File: config.mk
export PLATFORM = sky130hd
export DESIGN_NAME = fifo_sync_param
export DESIGN_NICKNAME = d
export VERILOG_FILES = /design/src/rtl/fifo_sync_param.sv
export SDC_FILE = /design/constraint.sdc
export NUM_CORES = 1
export LEC_CHECK = 0
export ABC_AREA = 0
export BUFFER_PORTS_ARGS = -buffer_cell sky130_fd_sc_hd__buf_2
export CORE_ASPECT_RATIO = 0.8
export CORE_MARGIN = 4
export CORE_UTILIZATION = 53
export CTS_CLUSTER_DIAMETER = 40
export DETAILED_ROUTE_END_ITERATION = 12
export HOLD_SLACK_MARGIN = 0.02
export PLACE_DENSITY_LB_ADDON = 0.08
export SLEW_MARGIN = 20
export SYNTH_ARGS = -nofsm -noshare
export SYNTH_HDL_FRONTEND = slang
export SYNTH_SLANG_ARGS = --single-unit
export TNS_END_PERCENT = 10
File: constraint.sdc
create_clock -name clk -period 4.35 [get_ports clk]
set_input_delay 0.435 -clock clk [delete_from_list [all_inputs] [get_ports clk]]
set_output_delay 0.435 -clock clk [all_outputs]
set_load 0.005 [all_outputs]
File: src/rtl/fifo_sync_param.sv
// ---------------------------------------------------------------------------
// FifoSyncParam (module fifo_sync_param)
//
// Purpose:
//    Parametrised single-clock FIFO placed between a producer and a consumer
//    in the same clock domain. Configurable word width and power-of-two depth,
//    a registered occupancy count, programmable almost-full / almost-empty
//    thresholds and sticky overflow / underflow error flags.
//
// Build option:
//    FIFO_FWFT_EN  - when defined, the read port works in first-word
//                    fall-through mode: rd_data always shows the head entry,
//                    rd_valid = !empty, and rd_en pops the head.
//                    When undefined, a read accepted at an edge loads rd_data
//                    at that edge and rd_valid is high for the following cycle.
//
// Parameters:
//    WIDTH     data word width in bits (>= 1)
//    DEPTH     number of entries, power of two, >= 2
//    AF_LEVEL  almost_full  asserts when count >= AF_LEVEL (1..DEPTH)
//    AE_LEVEL  almost_empty asserts when count <= AE_LEVEL (0..DEPTH-1)
//
// Ports:
//    clk           in   rising-edge clock
//    reset         in   synchronous active-high reset
//    wr_en         in   write request
//    wr_data       in   write data (WIDTH)
//    rd_en         in   read request / pop
//    rd_data       out  read data (WIDTH)
//    rd_valid      out  rd_data is valid
//    full          out  count == DEPTH
//    empty         out  count == 0
//    almost_full   out  count >= AF_LEVEL
//    almost_empty  out  count <= AE_LEVEL
//    count         out  occupancy 0..DEPTH (AW+1 bits)
//    overflow      out  sticky: a write was rejected
//    underflow     out  sticky: a read was rejected
//    clr_err       in   clears overflow and underflow
// ---------------------------------------------------------------------------
module fifo_sync_param #(
    parameter int WIDTH    = 8,
    parameter int DEPTH    = 16,
    parameter int AF_LEVEL = DEPTH - 2,
    parameter int AE_LEVEL = 2
) (
    input  logic                         clk,
    input  logic                         reset,
    input  logic                         wr_en,
    input  logic [WIDTH-1:0]             wr_data,
    input  logic                         rd_en,
    output logic [WIDTH-1:0]             rd_data,
    output logic                         rd_valid,
    output logic                         full,
    output logic                         empty,
    output logic                         almost_full,
    output logic                         almost_empty,
    output logic [$clog2(DEPTH):0]       count,
    output logic                         overflow,
    output logic                         underflow,
    input  logic                         clr_err
);

    localparam int AW = $clog2(DEPTH);

    // Thresholds and constants sized to the count/pointer width so every
    // comparison below is between equal-width operands.
    localparam logic [AW:0] DEPTH_C  = (AW+1)'(DEPTH);
    localparam logic [AW:0] AF_LVL_C = (AW+1)'(AF_LEVEL);
    localparam logic [AW:0] AE_LVL_C = (AW+1)'(AE_LEVEL);
    localparam logic [AW:0] ONE_C    = {{AW{1'b0}}, 1'b1};
    localparam logic [AW:0] ZERO_C   = '0;

    // Storage array; intentionally not reset.
    logic [WIDTH-1:0] mem [DEPTH];

    // Pointers carry one extra wrap bit above the storage index.
    logic [AW:0] wrPtr_q, wrPtr_d;
    logic [AW:0] rdPtr_q, rdPtr_d;

    // Occupancy and every status flag are registered and all derived from
    // the same next-count value, so they can never disagree with each other.
    logic [AW:0] count_q, count_d;
    logic        full_q, full_d;
    logic        empty_q, empty_d;
    logic        almostFull_q, almostFull_d;
    logic        almostEmpty_q, almostEmpty_d;

    logic        overflow_q, overflow_d;
    logic        underflow_q, underflow_d;

    logic        wrAccept;
    logic        rdAccept;
    logic        wrReject;
    logic        rdReject;

    logic [AW-1:0] wrIdx;
    logic [AW-1:0] rdIdx;

    assign wrIdx = wrPtr_q[AW-1:0];
    assign rdIdx = rdPtr_q[AW-1:0];

    // ------------------------------------------------------------------
    // Request qualification. Acceptance uses the registered full/empty
    // state from before the edge, so a write into a full FIFO is dropped
    // even if a read frees a slot in the same cycle, and a read from an
    // empty FIFO is dropped even if a write arrives in the same cycle.
    // ------------------------------------------------------------------
    always_comb begin
        wrAccept = wr_en && !full_q;
        rdAccept = rd_en && !empty_q;
        wrReject = wr_en && full_q;
        rdReject = rd_en && empty_q;
    end

    // ------------------------------------------------------------------
    // Next-state for pointers, count, flags and sticky errors.
    // ------------------------------------------------------------------
    always_comb begin
        wrPtr_d = wrPtr_q;
        rdPtr_d = rdPtr_q;
        count_d = count_q;

        if (wrAccept) begin
            wrPtr_d = wrPtr_q + ONE_C;
        end
        if (rdAccept) begin
            rdPtr_d = rdPtr_q + ONE_C;
        end

        // Simultaneous accepted read and write leave the count unchanged.
        if (wrAccept && !rdAccept) begin
            count_d = count_q + ONE_C;
        end else if (rdAccept && !wrAccept) begin
            count_d = count_q - ONE_C;
        end

        full_d        = (count_d == DEPTH_C);
        empty_d       = (count_d == ZERO_C);
        almostFull_d  = (count_d >= AF_LVL_C);
        almostEmpty_d = (count_d <= AE_LVL_C);

        // A fresh error in the same cycle as clr_err keeps the flag set.
        overflow_d  = (overflow_q  && !clr_err) || wrReject;
        underflow_d = (underflow_q && !clr_err) || rdReject;
    end

    // ------------------------------------------------------------------
    // Control and status registers. Reset discards all stored entries by
    // rewinding the pointers; requests during reset are ignored and raise
    // no errors.
    // ------------------------------------------------------------------
    always_ff @(posedge clk) begin
        if (reset) begin
            wrPtr_q       <= '0;
            rdPtr_q       <= '0;
            count_q       <= '0;
            full_q        <= (DEPTH_C == ZERO_C);
            empty_q       <= 1'b1;
            almostFull_q  <= (AF_LVL_C == ZERO_C);
            almostEmpty_q <= 1'b1;
            overflow_q    <= 1'b0;
            underflow_q   <= 1'b0;
        end else begin
            wrPtr_q       <= wrPtr_d;
            rdPtr_q       <= rdPtr_d;
            count_q       <= count_d;
            full_q        <= full_d;
            empty_q       <= empty_d;
            almostFull_q  <= almostFull_d;
            almostEmpty_q <= almostEmpty_d;
            overflow_q    <= overflow_d;
            underflow_q   <= underflow_d;
        end
    end

    // ------------------------------------------------------------------
    // Storage write port. No reset so it maps onto plain flops or a
    // register file.
    // ------------------------------------------------------------------
    always_ff @(posedge clk) begin
        if (!reset && wrAccept) begin
            mem[wrIdx] <= wr_data;
        end
    end

`ifdef FIFO_FWFT_EN
    // ------------------------------------------------------------------
    // First-word fall-through read port. The head entry is shown directly
    // from storage; while empty the output is forced to zero so stale
    // (possibly never-written) storage never leaks onto rd_data.
    // ------------------------------------------------------------------
    logic [WIDTH-1:0] headData;

    always_comb begin
        headData = mem[rdIdx];
        if (empty_q) begin
            rd_data = '0;
        end else begin
            rd_data = headData;
        end
        rd_valid = !empty_q;
    end
`else
    // ------------------------------------------------------------------
    // Registered read port. An accepted read captures the head at the
    // edge; rd_valid flags the single following cycle, otherwise rd_data
    // keeps its last value.
    // ------------------------------------------------------------------
    logic [WIDTH-1:0] rdData_q, rdData_d;
    logic             rdValid_q, rdValid_d;

    always_comb begin
        rdData_d  = rdData_q;
        rdValid_d = rdAccept;
        if (rdAccept) begin
            rdData_d = mem[rdIdx];
        end
    end

    always_ff @(posedge clk) begin
        if (reset) begin
            rdData_q  <= '0;
            rdValid_q <= 1'b0;
        end else begin
            rdData_q  <= rdData_d;
            rdValid_q <= rdValid_d;
        end
    end

    assign rd_data  = rdData_q;
    assign rd_valid = rdValid_q;
`endif

    assign full         = full_q;
    assign empty        = empty_q;
    assign almost_full  = almostFull_q;
    assign almost_empty = almostEmpty_q;
    assign count        = count_q;
    assign overflow     = overflow_q;
    assign underflow    = underflow_q;

endmodule

==> summary.md <==
| Metric | Value |
|---|---|
| Synth area leader | edfxtp_1 |
| Final ANT Viol Nets | 0 |
| Reg-to-Reg Start | rdPtr_q[0]$_SDFFE_PP0P_ |
| Die Footprint | 13,400 sq um |
| Fin crit share | 0.575 |
| Area Growth Syn to Fin | 13.9% |
| Leakage Power | 0.00232 uW |
| Max Cap Violations | 0 |
| Hold Startpoint | wr_en |
| Most frequent cells after synthesis | 128 x edfxtp_1, 43 x nor2_1, 32 x mux4_2 |
| Fin crit period | 2500 ps |
| Number of CTS-inserted buffers | 17 |
| Top_reg_cell synth | edfxtp_1 |
| Capturing point of the worst reg2reg path | rd_data[3]$_SDFFE_PP0P_ |
| Ys async rst share | 0 |
| Port Buffers | 32 |
| Clk_skew | 9.18 ps |
| Total gr overflow | 0 |
| Pwr dens | 507 nW/um^2 |
| Wire length of the first global-routing pass | 19,800 um |
| Crit start category | flip-flop |
| DP HPWL | 8240 um |
| R2r setup slk | ~1800 ps |
| Synth Area per Inst | 16.7 sq um |
| Post-DR wirelength/cell | about 22 um |
| Hold Path Class | primary input to flip-flop |
| Worst-skew pair later-pin latency | 420 ps |
| Clk slew on worst S/H paths | 60 ps |
| Required @ worst endpoint | 4640 ps |
| Avg Vias per Cell | between 5 and 6 |
| Critical path endpoint | rd_data[3]$_SDFFE_PP0P_ |
| Wl on met1 | 5850 um |
| Placed inst area | 6420 sq um |
| Top cell type's share of synthesized area | 0.624 |
| Sequential fraction of the synthesis area | 0.715 |
| Post-CTS sizing | 0 |
| Initial antenna violation count | 0 |
| Synthesized cell area | 6160 sq um |
| Root cell of the clock tree | clkbuf_16 |
| DIE WIDTH | 129 um |
| Final WS setup | 1850 ps |
| Number of global-route vias before repair | 3,422 |
| Tightest Pin Transition | 1080 ps |
| Critical path origin | rdPtr_q[0]$_SDFFE_PP0P_ |
| Max layer used | met4 |
| Unrepaired setup endpoints after global routing | false |
| Iteration-0 DRC Markers | around 300 |
| Gp weighted congestion | 0.907 |
| H-tree depth | 4 |
| Yosys warnings | 0 |
| DRT Pass-1 Iters | 5 |
| Worst VDD drop | between 0.0003 and 0.0004 V |
| ANT cells | 0 |
| Die Ht | 104 um |
| Drt total wl | 12,400 um |
| Pin count of the biggest net entering global routing | 34 |
| Hold-fix buffers, CTS | 0 |
| Hold depth | 3 |
| DR vias | 3,345 |
| Row cnt | 34 |
| Layout Nets | 424 |
| DRC Markers | 0 |
| Layout cell share with drive strength beyond 1 | 0.240 |
| Maximum fanout along the worst path | 22 |
| Worst r2r path cells | 6 |
| GR Util All Layers | 0.203 |
| Core Box Area | roughly 11,000 sq um |
| Worst slew margin | 0.279 |
| Longest Clk Path Bufs | 2 |
| CTS tree | yes |
| Fill cells | between 700 and 800 |
| Most frequent cell after synthesis | edfxtp_1 |
| # IOs | 33 |
| DR WL met2 | ~5700 um |
| Post-synthesis cell type count | 40 |
| Syn nets | 389 |
| Final setup violation count | 0 |
| Dpl ws | 1820 ps |
| Post-CTS setup buffers | 0 |
| Fmax | approximately 400 MHz |
| CP Capture Type | flip-flop |
| Final-report hold violation count | 0 |
| Outcome | complete, no violations |
| Fin area | 7020 sq um |
| Met3 WL | 662 um |
| CTS sink cnt | about 160 |
| Yosys reg bits | around 160 |
| Initial core utilization | 0.555 |
| Syn Inst Count | around 370 |
| Setup TNS | 0 ps |
| Final Max Slew Viols | 0 |
| Synth top area cells | edfxtp_1 62%, mux4_2 12%, dfxtp_1 9.1%, nor2_1 2.6%, ha_1 1.4% |
| Kind of critical path | flip-flop to flip-flop |
| Post-synth EDFFs | roughly 130 |
| Worst path arrival time | 2790 ps |
how the worst min path moves through the flow:
stage | slack, ps | to
CTS | 270 | overflow$_SDFF_PP0_
floorplan | 480 | rd_data[0]$_SDFFE_PP0P_
finish | 280 | overflow$_SDFF_PP0_
detailed placement | 480 | underflow$_SDFF_PP0_
global placement | 490 | overflow$_SDFF_PP0_
global route | 310 | underflow$_SDFF_PP0_
flip-flops by register name, summed over array words and instances, names as in the netlist, 4 cells and up:
signal,cells
rd_data,8
count,5
rdPtr_q,4
mem,128
wrPtr_q,4
worst max-delay path, stage by stage (launching register included):
cell	delay, ps
dfxtp_2	840
buf_4	420
mux4_2	580
a22oi_1	170
a31oi_1	120
a21oi_1	170
nor2_1	60
layout make-up:
cell class | instances | area [sq um] | share of cell area
clock buffer | 18 | 429 | 0.0611
clock inverter | 14 | 170 | 0.0242
inverter | 7 | 26.3 | 0.00374
multi-input combinational | 188 | 1640 | 0.233
sequential | 156 | 4410 | 0.627
tap | 144 | 180 | 0.0257
timing repair buffer | 34 | 175 | 0.0249
per-stage QoR:
stage                     power, uW  std cells  utilization  hold WS [ps]
after global routing           3700        561        0.633           305
after floorplan                1990        369            -           480
after global placement         2090        529        0.579           488
after detailed placement       2100        529        0.579           482
after CTS                      3570        561        0.633           271
final                          3560        561        0.633           282
report_power, final:
part | internal, uW | total, uW | switching [uW]
clock | 904 | 1490 | 591
combinational | 165 | 349 | 184
sequential | 1660 | 1720 | 57.4
total | 2730 | 3560 | 833
per-layer routing:
metal | vias up | GRT usage
met3 | 21 | 0.0385
met2 | 122 | 0.293
li1 | 1510 | -
met1 | 1692 | 0.310
met4 | 0 | 0.0697
met5 | - | 0
cell usage in the layout, fill, tap and decap left out, drive strengths merged, types with 2 or more instances in the layout:
master and count:
a211oi 3, a21oi 12, a22oi 10, a31oi 8, a41o 2, and4 2
buf 34, bufinv 3, clkbuf 18, clkinv 8, dfxtp 28, edfxtp 128
ha 7, inv 9, mux4 32, nand2 23, nand2b 2, nand3 10
nand4 3, nor2 43, nor2b 5, nor3 2, or4 3, xnor2 5
xor2 4
cell families after synthesis:
family / after synthesis / synth area share
and+or+nand+nor: 99 / 0.0755
DFF: 156 / 0.715
muxes: 32 / 0.117
buffers and inverters: 25 / 0.0199
AOI/OAI and AO/OA: 41 / 0.0461
xor gates and xnor gates: 9 / 0.0128
adders and majority gates: 7 / 0.0142
Power figures use the tool's default switching activity.
